### src/rtl/drygascon128_seq.sv
// Upstream sequencer for the drygascon128 F/G core: streams 128-bit blocks into the core,
// starts it, and reads the 128-bit r result back out as four 32-bit words.
module drygascon128_seq #(
    parameter int DEFAULT_ROUNDS  = 11,
    parameter int RST_SYNC_STAGES = 2
) (
    input  logic        clk,
    input  logic        rst_n,
    input  logic [3:0]  cfg_rounds,
    input  logic [31:0] in_data,
    input  logic [3:0]  in_ds,
    input  logic        in_valid,
    output logic        in_ready,
    output logic [31:0] out_data,
    output logic        out_valid,
    input  logic        out_ready,
    output logic        out_last,
    output logic        busy,
    output logic        core_rst,
    output logic [31:0] core_din,
    output logic [3:0]  core_ds,
    output logic        core_wr_i,
    output logic        core_start,
    output logic [3:0]  core_rounds,
    output logic        core_rd_r,
    input  logic [31:0] core_dout,
    input  logic        core_idle
);

    typedef enum logic [2:0] {
        RST_WAIT,
        LOAD,
        START,
        ARM,
        BUSY,
        RD,
        CAP,
        OUT
    } state_t;

    state_t                     state;
    state_t                     state_nx;
    logic [RST_SYNC_STAGES-1:0] rst_sync;
    logic [1:0]                 wi;
    logic                       in_fire;
    logic                       out_fire;

    assign core_rst  = rst_sync[RST_SYNC_STAGES-1];
    assign in_ready  = (state == LOAD);
    assign in_fire   = in_valid && in_ready;
    assign core_wr_i = in_fire;
    assign core_din  = in_data;
    assign busy      = (state != LOAD);
    assign out_fire  = (state == OUT) && out_valid && out_ready;

    // Core reset releases only after RST_SYNC_STAGES clean edges; zeros shift in from the bottom.
    always_ff @(posedge clk or negedge rst_n) begin
        if (!rst_n) begin
            rst_sync <= '1;
        end else begin
            rst_sync <= rst_sync << 1;
        end
    end

    always_ff @(posedge clk or negedge rst_n) begin
        if (!rst_n) begin
            state <= RST_WAIT;
        end else begin
            state <= state_nx;
        end
    end

    always_comb begin
        state_nx = state;
        case (state)
            RST_WAIT: if (!core_rst) state_nx = LOAD;
            LOAD:     if (in_fire && (wi == 2'd3)) state_nx = START;
            START:    state_nx = ARM;
            ARM:      state_nx = BUSY;
            BUSY:     if (core_idle) state_nx = RD;
            RD:       state_nx = CAP;
            CAP:      state_nx = OUT;
            OUT:      if (out_fire) state_nx = (wi == 2'd3) ? LOAD : RD;
            default:  state_nx = RST_WAIT;
        endcase
    end

    // Strobes are registered from the next state so they line up exactly with START and RD.
    always_ff @(posedge clk or negedge rst_n) begin
        if (!rst_n) begin
            wi          <= 2'd0;
            core_ds     <= 4'd0;
            core_rounds <= 4'd0;
            core_start  <= 1'b0;
            core_rd_r   <= 1'b0;
            out_data    <= 32'd0;
            out_valid   <= 1'b0;
            out_last    <= 1'b0;
        end else begin
            core_start <= (state_nx == START);
            core_rd_r  <= (state_nx == RD);

            if (in_fire) begin
                wi <= wi + 2'd1;
                if (wi == 2'd0) begin
                    core_ds <= in_ds;
                end
                if (wi == 2'd3) begin
                    core_rounds <= (cfg_rounds == 4'd0) ? 4'(DEFAULT_ROUNDS) : cfg_rounds;
                end
            end

            if (state == CAP) begin
                out_data  <= core_dout;
                out_valid <= 1'b1;
                out_last  <= (wi == 2'd3);
            end

            // The 2-bit index wraps 3 -> 0 on the last output word.
            if (out_fire) begin
                out_valid <= 1'b0;
                out_last  <= 1'b0;
                wi        <= wi + 2'd1;
            end
        end
    end

endmodule

### config.mk
export PLATFORM = sky130hd
export DESIGN_NAME = drygascon128_seq
export DESIGN_NICKNAME = d
export VERILOG_FILES = /design/src/rtl/drygascon128_seq.sv
export SDC_FILE = /design/constraint.sdc
export NUM_CORES = 1
export LEC_CHECK = 0
export ABC_AREA = 1
export BUFFER_PORTS_ARGS = -buffer_cell sky130_fd_sc_hd__buf_4
export CAP_MARGIN = 20
export CORE_MARGIN = 2
export CORE_UTILIZATION = 43
export CTS_BUF_LIST = sky130_fd_sc_hd__clkbuf_8
export CTS_CLUSTER_SIZE = 20
export DETAILED_ROUTE_END_ITERATION = 16
export PLACE_DENSITY = 0.78
export SYNTH_ARGS = -nofsm -noshare
export SYNTH_HDL_FRONTEND = slang
export SYNTH_SLANG_ARGS = --single-unit
### constraint.sdc
create_clock -name clk -period 1.4 [get_ports clk]
set_input_delay 0.21 -clock clk [delete_from_list [all_inputs] [get_ports clk]]
set_output_delay 0.21 -clock clk [all_outputs]
set_load 0.02 [all_outputs]
==> results of run 1 <==
-- power by group --
part	switching (mW)	internal [mW]	total, mW
Clock	0.465	0.578	1.04
Combinational	2.00	1.42	3.42
Sequential	0.397	2.14	2.53
Total	2.86	4.14	7.00
-- repair_timing --
| item | 4_1_cts | 5_1_grt |
|---|---|---|
| hold buffers | 1 | 0 |
| resized for setup | 4 | 4 |
| buffers inserted | 6 | 0 |
| endpoints found under the setup margin | 3 | 6 |
| endpoints found under the hold margin | 49 | 0 |
| pin swaps | 2 | 3 |
-- layout make-up --
cell class                 count  area [um2]  share of cell area [%]
clock buffer                   6       82.58                   2.691
clock inverter                 2       35.03                   1.141
inverter                      19       73.82                   2.405
multi-input combinational    162       709.4                   23.11
sequential                    51        1281                   41.74
tap                           70       87.58                   2.854
timing repair buffer         103       799.5                   26.05
-- metal layers --
layer | global-route usage (%) | up-vias | wire length, um
li1 | - | 924 | -
met1 | 20.98 | 835 | 2024
met2 | 27.41 | 78 | 2287
met3 | 4.884 | 16 | 364
met4 | 6.607 | 0 | 92
met5 | 0 | - | 0
-- cell usage in the layout (no fill, tap or decap), drive strengths merged --
| cell | netlist | final |
|---|---|---|
| a22oi | 1 | 1 |
| buf | 38 | 102 |
| bufinv | 0 | 1 |
| clkbuf | 0 | 6 |
| clkinv | 0 | 1 |
| conb | 1 | 1 |
| dfrtp | 49 | 49 |
| dfstp | 2 | 2 |
| dlygate4sd3 | 0 | 1 |
| ha | 2 | 2 |
| inv | 19 | 19 |
| nand2 | 136 | 136 |
| nand3 | 11 | 11 |
| nand4 | 2 | 2 |
| nor2 | 5 | 5 |
| o21ai | 3 | 3 |
| xor2 | 1 | 1 |
-- logic make-up (layout without fill, tap and decap cells) --
kind of cell	Yosys count	in the layout	synth area share, %
AND/OR/NAND/NOR	154	154	27.71
buffers and inverters	57	130	14.95
flip-flops	51	51	54.77
AO/OA/AOI/OAI	4	4	0.9646
adder cells (fa/ha/maj)	2	2	1.072
other	1	1	0.1606
XOR/XNOR	1	1	0.3752
-- per-stage QoR --
step	utilization, %	setup TNS (ns)	instance area (um2)	setup slack (ns)	instances
finish	59.34	0	3069	0.02996	413
global route	59.34	-0.1320	3069	-0.03527	413
CTS	59.14	0	3059	0.02243	413
detailed placement	55.64	0	2878	0.07842	398
global placement	55.64	0	2878	0.1439	398
floorplan	-	0	2335	0.1672	270
-- how the worst max path moves through the flow --
stage	startpoint	end	slack, ns	depth (start not counted)
after CTS	state[1]	in_ready	0.02	4
after global placement	state[2]	core_rd_r	0.14	6
after global routing	state[2]	core_wr_i	-0.04	4
final	state[2]	core_wr_i	0.03	4
after detailed placement	state[2]	core_rd_r	0.08	6
after floorplan	state[2]	core_ds[0]	0.17	6
-- worst max-delay path: stages (launching register included) --
cell     delay (ns)
dfrtp_2        0.43
nor2_4         0.16
nand3_4        0.10
inv_4          0.06
buf_6          0.11
-- registers in the layout, indices dropped and copies added, names as in the netlist --
signal       count
rst_sync         2
wi               2
out_last         1
core_ds          4
core_rd_r        1
core_start       1
core_rounds      4
out_valid        1
out_data        32
state            3
==> metrics.txt, run 1 <==
DR WL/cell 11.54 um; Syn-to-layout area delta 31.46%; routed vias/inst 4.487; antenna cells 0; clk_skew 0.004901 ns; num rows 26; Skew-Pair Late Insertion Delay 0.30 ns; sequential fraction of the synthesis area 54.77%; top_reg_cell synth dfrtp_1; Hold Path Stages 3; crit path DAT 1.16 ns; core area between 0.005 and 0.006 mm2; Net Count, Synth 349; Worst setup SP type flop; Die W 77.69 um; TritonCTS clock tree built; clk slew on worst S/H paths 0.09 ns; I/O Pins 157; Fill cells 458; CP Capture Type output pin; RSZ-0062 raised after global routing true; reg2reg start state[2]; port bufs 92; minimum clock period 1.370 ns; reg2reg end core_rd_r; synthesized instance count 270; post-layout power ~7 mW; CTS max path bufs 2; Setup Viol. Count Final 0; vias after detailed routing 1853; MaxCap Viol Count 0; WP data required 1.19 ns; synth cell count leaders nand2_1, dfrtp_1, buf_4, inv_1, nand3_1; top-count cell post-synth nand2_1; Pins Over Slew Limit 0; vias in the first global route 1786; fmax 729.9 MHz; Hold Path Sink out_data[19]; largest net degree at the start of global routing 52; WL final between 4 and 5 mm; Worst-Margin Slew just over 0.6 ns; Slew HR 58.69%; H-tree level count 2; Post-DRT Antenna Nets 0; PD cells around 2300 mW/mm2; Mapped Area around 0.0023 mm2; GP Congestion between 0.8 and 0.9; DRC 0; hold_sp core_dout[19]; status completed; initial antenna violation count 0; Synth warnings 0; synthesized area per cell just under 9 um2; Pre-Repair DR Iteration Count 4; WHS 0.09654 ns; final-report hold violation count 0; initial DRC count 64; global-route wire length before repair ~8.2 mm; Synth top area share 52.52%; grt ovf 0; reg2reg setup slack ~0.060 ns; worst vdd ir 1.129 mV; number of library cell types mapped by synthesis 19; CTS root buffer clkbuf_8; most area-hungry cell type in the Yosys netlist dfrtp_1; asr flop ratio synth 100.0%; Die Y 77.69 um; Final Cycle Share 97.86%; worst hold-check path type primary input to flop; nets ~420; LEAKAGE 1.752 nW; critical-path maximum fanout 3; Initial Util between 40% and 50%; synth top area cells dfrtp_1, nand2_1, buf_4, inv_1, dfstp_2; layout cells sized above 1 37.32%; Total GRT Usage between 10% and 20%; Yosys reg bits 51; Die Area a little over 0.006 mm2; R2R depth 7; Final HPWL DP 3.477 mm; Clock Sink Count 51; Num CTS Buffers 5; number of synthesized flops with an enable pin 0; Setup CP Type flop to output pin
No activity file was read; power rests on OpenSTA's default activity.
==> inputs of run 2 (changes only) <==
--- a/config.mk
+++ b/config.mk
@@ -9,11 +9,11 @@
 export BUFFER_PORTS_ARGS = -buffer_cell sky130_fd_sc_hd__buf_4
 export CAP_MARGIN = 20
 export CORE_MARGIN = 2
-export CORE_UTILIZATION = 43
-export CTS_BUF_LIST = sky130_fd_sc_hd__clkbuf_8
+export CORE_UTILIZATION = 42
+export CTS_BUF_LIST = sky130_fd_sc_hd__clkbuf_16
 export CTS_CLUSTER_SIZE = 20
 export DETAILED_ROUTE_END_ITERATION = 16
-export PLACE_DENSITY = 0.78
+export PLACE_DENSITY = 0.77
 export SYNTH_ARGS = -nofsm -noshare
 export SYNTH_HDL_FRONTEND = slang
 export SYNTH_SLANG_ARGS = --single-unit
==> run 2 against run 1 <==
Fmax up 1.1%; critical endpoint is now in_ready; sequential power about the same; register-to-register slack improved by 0.05 ns; highest routed layer unchanged; critical path type unchanged; setup slack better by 0.015 ns; routed wire length down 2.6%.
==> metrics.txt, run 2 (synthesis gave the netlist of run 1 again) <==
I/O Pins 157 (unchanged); WL final 4.643 mm (was 4.767 mm); Setup CP Type flop to output pin (unchanged); antenna cells 0 (unchanged); MaxCap Viol Count 0 (unchanged); final-report hold violation count 0 (unchanged); post-layout power 7.031 mW (was 6.997 mW); Post-DRT Antenna Nets 0 (unchanged); global-route wire length before repair 7.714 mm (was 8.169 mm); core area 0.005439 mm2 (was 0.005172 mm2); CTS max path bufs 2 (unchanged); commonest non-fill, non-tap cell in the layout nand2_1 (unchanged); nets 419 (was 421); Design Area, Final 0.003065 mm2 (was 0.003069 mm2); Setup Viol. Count Final 0 (unchanged); LEAKAGE 1.751 nW (was 1.752 nW); RSZ-0062 raised after global routing false (was true); status completed (unchanged); Top reg by flops out_data (unchanged); Worst setup SP type flop (unchanged); critical-path maximum fanout 3 (unchanged); DR WL/cell 11.24 um (was 11.54 um); WP data required 1.19 ns (about the same); DRC 0 (unchanged); initial antenna violation count 0 (unchanged); crit path DAT 1.15 ns (was 1.16 ns); total negative slack 0 ns (unchanged); Pre-Repair DR Iteration Count 4 (unchanged); Die Y 78.56 um (was 77.69 um); port bufs 92 (unchanged); Worst-Margin Slew 0.6205 ns (was 0.6196 ns); minimum clock period 1.355 ns (was 1.370 ns); vias after detailed routing 1860 (was 1853); Slew HR 58.64% (was 58.69%); PD cells 2294 mW/mm2 (was 2280 mW/mm2); CTS root buffer clkbuf_16 (was clkbuf_8); Total GRT Usage 15.65% (was 16.79%); GP Congestion 0.7470 (was 0.8328); worst hold-check path type primary input to flop (unchanged); clk slew on worst S/H paths 0.06 ns (was 0.09 ns); Post-DP Area 0.002873 mm2 (was 0.002878 mm2); Initial Util 42.93% (was 45.14%); routed vias/inst 4.504 (was 4.487); flip-flop count of the largest register after layout 32 (unchanged); Clock Sink Count 51 (unchanged); Syn-to-layout area delta 31.30% (was 31.46%); clk_skew 0.004657 ns (was 0.004901 ns); Skew-Pair Late Insertion Delay 0.28 ns (was 0.30 ns); TritonCTS clock tree built (unchanged); largest net degree at the start of global routing 52 (unchanged); layout cells sized above 1 35.48% (was 37.32%); Pins Over Slew Limit 0 (unchanged); grt ovf 0 (unchanged); worst vdd ir 1.143 mV (was 1.129 mV); most frequent cells in the layout nand2_1, buf_4, dfrtp_1 (unchanged); largest registers out_data (32), core_ds (4), core_rounds (4) (unchanged); initial DRC count 79 (was 64); Num CTS Buffers 5 (unchanged); Final HPWL DP 3.325 mm (was 3.477 mm); vias in the first global route 1789 (was 1786); DP Cell Count 399 (was 398); num rows 27 (was 26); Cell Count, Final, Fillers Out 413 (unchanged); Die Area 0.006172 mm2 (was 0.006035 mm2); CP Capture Type output pin (unchanged); H-tree level count 2 (unchanged); fmax 737.8 MHz (was 729.9 MHz); Die W 78.56 um (was 77.69 um); Final Cycle Share 96.82% (was 97.86%)
==> run 2: timing repair <==
action                                  CTS  global route
endpoints found under the setup margin    3             1
cloned                                    0             0
pin swaps                                 2             2
setup buffers                             4             1
hold endpoints to repair                 49             0
resized for setup                         3             1
hold buffers                              1             0
==> run 2: critical path, cell delays in order (launching register included) <==
cell,delay (ns)
dfrtp_2,0.42
nor2_4,0.16
nand2_1,0.09
inv_1,0.07
buf_4,0.13
==> run 2: final cells by class <==
cell class | count | area (um2)
Sequential cell | 51 | 1281
Tap cell | 72 | 90.09
Clock inverter | 3 | 11.26
Clock buffer | 5 | 125.1
Multi-Input combinational cell | 162 | 706.9
Inverter | 19 | 73.82
Fill cell | 500 | 2374
Timing Repair Buffer | 101 | 777.0
==> run 2: worst paths after layout <==
| check | from | slack [ns] | endpoint | cells past startpoint |
|---|---|---|---|---|
| worst max-delay path | state[2] | 0.04 | in_ready | 4 |
| worst min-delay path | core_dout[15] | 0.12 | out_data[15] | 3 |
| worst max register to register | state[2] | 0.11 | core_rd_r | 7 |
| worst min register to register | rst_sync[0] | 0.36 | rst_sync[1] | 0 |
| max in group asynchronous | rst_n | 0.44 | state[2] | 2 |
| min in group asynchronous | rst_n | 0.48 | core_rd_r | 2 |
==> run 2: per-layer routing <==
metal	GRT usage, %	vias up	wire [um]
li1	-	921	-
met1	18.77	856	1960
met2	26.92	64	2262
met3	3.448	19	309
met4	6.842	0	110
met5	0	-	0
==> run 2: power breakdown <==
group | switching [mW] | leakage, nW | total (mW) | internal [mW]
Combinational | 1.98 | 1.05 | 3.38 | 1.40
Sequential | 0.407 | 0.629 | 2.55 | 2.14
Clock | 0.465 | 0.0701 | 1.11 | 0.643
==> run 2: metrics by stage <==
step                worst slack [ns]  hold slack, ns  utilization [%]
floorplan                     0.1672        -0.08559                -
global placement              0.1532          0.2649            52.82
detailed placement            0.1188          0.2715            52.82
CTS                         0.009745          0.1153            56.15
global route                0.007785          0.1182            56.36
finish                       0.04454          0.1211            56.36
==> inputs of run 3 (changes only) <==
--- a/config.mk
+++ b/config.mk
@@ -13,6 +13,7 @@
 export CTS_BUF_LIST = sky130_fd_sc_hd__clkbuf_16
 export CTS_CLUSTER_SIZE = 20
 export DETAILED_ROUTE_END_ITERATION = 16
+export MAX_ROUTING_LAYER = met4
 export PLACE_DENSITY = 0.77
 export SYNTH_ARGS = -nofsm -noshare
 export SYNTH_HDL_FRONTEND = slang
==> run 3 against run 2 <==
Final cell count unchanged; non-clock buffer count unchanged; die area unchanged; critical endpoint unchanged.
==> metrics.txt, run 3 (synthesis gave the netlist of run 1 again) <==
status completed (unchanged); grt ovf 0 (unchanged); Skew-Pair Late Insertion Delay 0.28 ns (about the same); WP data required 1.19 ns (about the same); sequential share of power 36.2% (about the same); LEAKAGE 1.751 nW (unchanged); post-layout power 7.031 mW (about the same); Final HPWL DP 3.325 mm (unchanged); area occupied by multi-input gates 706.9 um2 (unchanged); Sw Share 40.57% (about the same); largest net degree at the start of global routing 52 (unchanged); total negative slack 0 ns (unchanged); H-tree level count 2 (unchanged); num rows 27 (unchanged); CP Capture Type output pin (unchanged); flip-flop count of the largest register after layout 32 (unchanged); Die W 78.56 um (unchanged); final-report hold violation count 0 (unchanged); DR WL/cell 11.24 um (unchanged); WHS 0.1211 ns (about the same); Fill cells 500 (unchanged); GP Congestion 0.7565 (was 0.7470); Num CTS Buffers 5 (unchanged); nets 419 (unchanged); Worst setup SP type flop (unchanged); Worst path max stage delay 0.42 ns (about the same); CP Cell Sequence nor2_4, nand2_1, inv_1, buf_4 (unchanged); Die Area 0.006172 mm2 (unchanged); CP Buf/Inv Count 2 (unchanged); P_sw 2.852 mW (about the same); Initial Util 42.93% (unchanged); Cell Count, Final, Fillers Out 413 (unchanged); I/O Pins 157 (unchanged); Worst-Margin Slew 0.6199 ns (was 0.6205 ns); layout cells sized above 1 35.48% (unchanged); port bufs 92 (unchanged); Clock power frac 15.8% (was 15.7%); MaxCap Viol Count 0 (unchanged); area of all sequential standard cells 0.001281 mm2 (unchanged); final core occ 56.36% (unchanged); Die Y 78.56 um (unchanged); combinational power share 48.0% (about the same); vias in the first global route 1790 (was 1789); most frequent cells in the layout nand2_1, buf_4, dfrtp_1 (unchanged); core area 0.005439 mm2 (unchanged); Final Cycle Share 96.82% (about the same); CTS root buffer clkbuf_16 (unchanged); TritonCTS clock tree built (unchanged); worst hold-check path type primary input to flop (unchanged); critical-path maximum fanout 3 (unchanged); global-route wire length before repair 7.707 mm (was 7.714 mm); Total GRT Usage 16.08% (was 15.65%); clk slew on worst S/H paths 0.06 ns (about the same); Critical-path top delay cell dfrtp_2 (unchanged); Setup Viol. Count Final 0 (unchanged); WL final 4.643 mm (unchanged); minimum clock period 1.355 ns (about the same); routed vias/inst 4.504 (unchanged); largest registers out_data (32), core_ds (4), core_rounds (4) (unchanged); antenna cells 0 (unchanged); Pins Over Slew Limit 0 (unchanged); Top delay family on crit path flip-flops (unchanged); worst vdd ir 1.143 mV (unchanged); Syn-to-layout area delta 31.30% (unchanged); Clock Sink Count 51 (unchanged); Slew HR 58.67% (was 58.64%); vias after detailed routing 1860 (unchanged); RSZ-0062 raised after global routing false (unchanged); initial DRC count 87 (was 79); Setup CP Type flop to output pin (unchanged); internal power 4.179 mW (unchanged); fmax 737.7 MHz (was 737.8 MHz); Post-DRT Antenna Nets 0 (unchanged); initial antenna violation count 0 (unchanged); DP Cell Count 399 (unchanged); clk_skew 0.004658 ns (was 0.004657 ns); DRC 0 (unchanged); CTS max path bufs 2 (unchanged); crit path DAT 1.15 ns (about the same); PD cells 2294 mW/mm2 (about the same); Pre-Repair DR Iteration Count 4 (unchanged); commonest non-fill, non-tap cell in the layout nand2_1 (unchanged); Top reg by flops out_data (unchanged)
[run 3: cell counts in the layout (fill, tap and decap cells not counted)]
Identical to the previous run, type by type.
[run 3: path summary, 6_finish.rpt]
path                               start            to  slack [ns]  cells after the start
max                             state[2]      in_ready        0.04                      4
min                        core_dout[15]  out_data[15]        0.12                      3
max reg2reg                     state[2]     core_rd_r        0.11                      7
min reg2reg                  rst_sync[0]   rst_sync[1]        0.36                      0
max in group asynchronous          rst_n      state[2]        0.44                      2
min in group asynchronous          rst_n     core_rd_r        0.48                      2
[run 3: per-layer routing]
metal	routed length (um)	global-route usage, %	vias up
met3	309	3.448	19
met2	2262	26.92	64
met4	110	6.842	0
met1	1960	18.77	856
li1	-	-	921
met5	0	-	-
[run 3: worst reg2reg max path, cell delays in order, from the launching register on]
cell and delay, ns:
dfrtp_2 0.42, nor2_4 0.16, buf_4 0.14, nand4_1 0.18
nand2_1 0.11, nand2_1 0.05, nand2_1 0.08, nor2_1 0.05
[run 3: what timing repair did]
| action | in CTS | in global routing |
|---|---|---|
| pin swaps | 2 | 2 |
| hold endpoints to repair | 49 | 0 |
| hold buffers | 1 | 0 |
| endpoints found under the setup margin | 3 | 1 |
| resized for setup | 3 | 1 |
| setup buffers | 4 | 1 |
[run 3: power by group through the flow]
stage / sequential (mW) / clock [mW] / combinational [mW]
after floorplan: 3.25 / 0 / 1.39
after global placement: 2.59 / 0 / 3.24
after detailed placement: 2.58 / 0 / 3.32
after CTS: 2.55 / 1.15 / 3.41
after global routing: 2.62 / 1.20 / 3.74
final: 2.55 / 1.11 / 3.38
[run 3: through the flow]
stage	area, um2	setup slack, ns
3_3_place_gp	2873	0.1532
4_1_cts	3054	0.009745
6_report	3065	0.04452
2_1_floorplan	2335	0.1672
3_5_place_dp	2873	0.1188
5_1_grt	3065	0.007785
[run 3: area by class of cell]
cell class / instances / area share [%]
Inverter: 19 / 2.408
Tap cell: 72 / 2.939
Clock buffer: 5 / 4.082
Multi-Input combinational cell: 162 / 23.06
Clock inverter: 3 / 0.3673
Timing Repair Buffer: 101 / 25.35
Sequential cell: 51 / 41.80
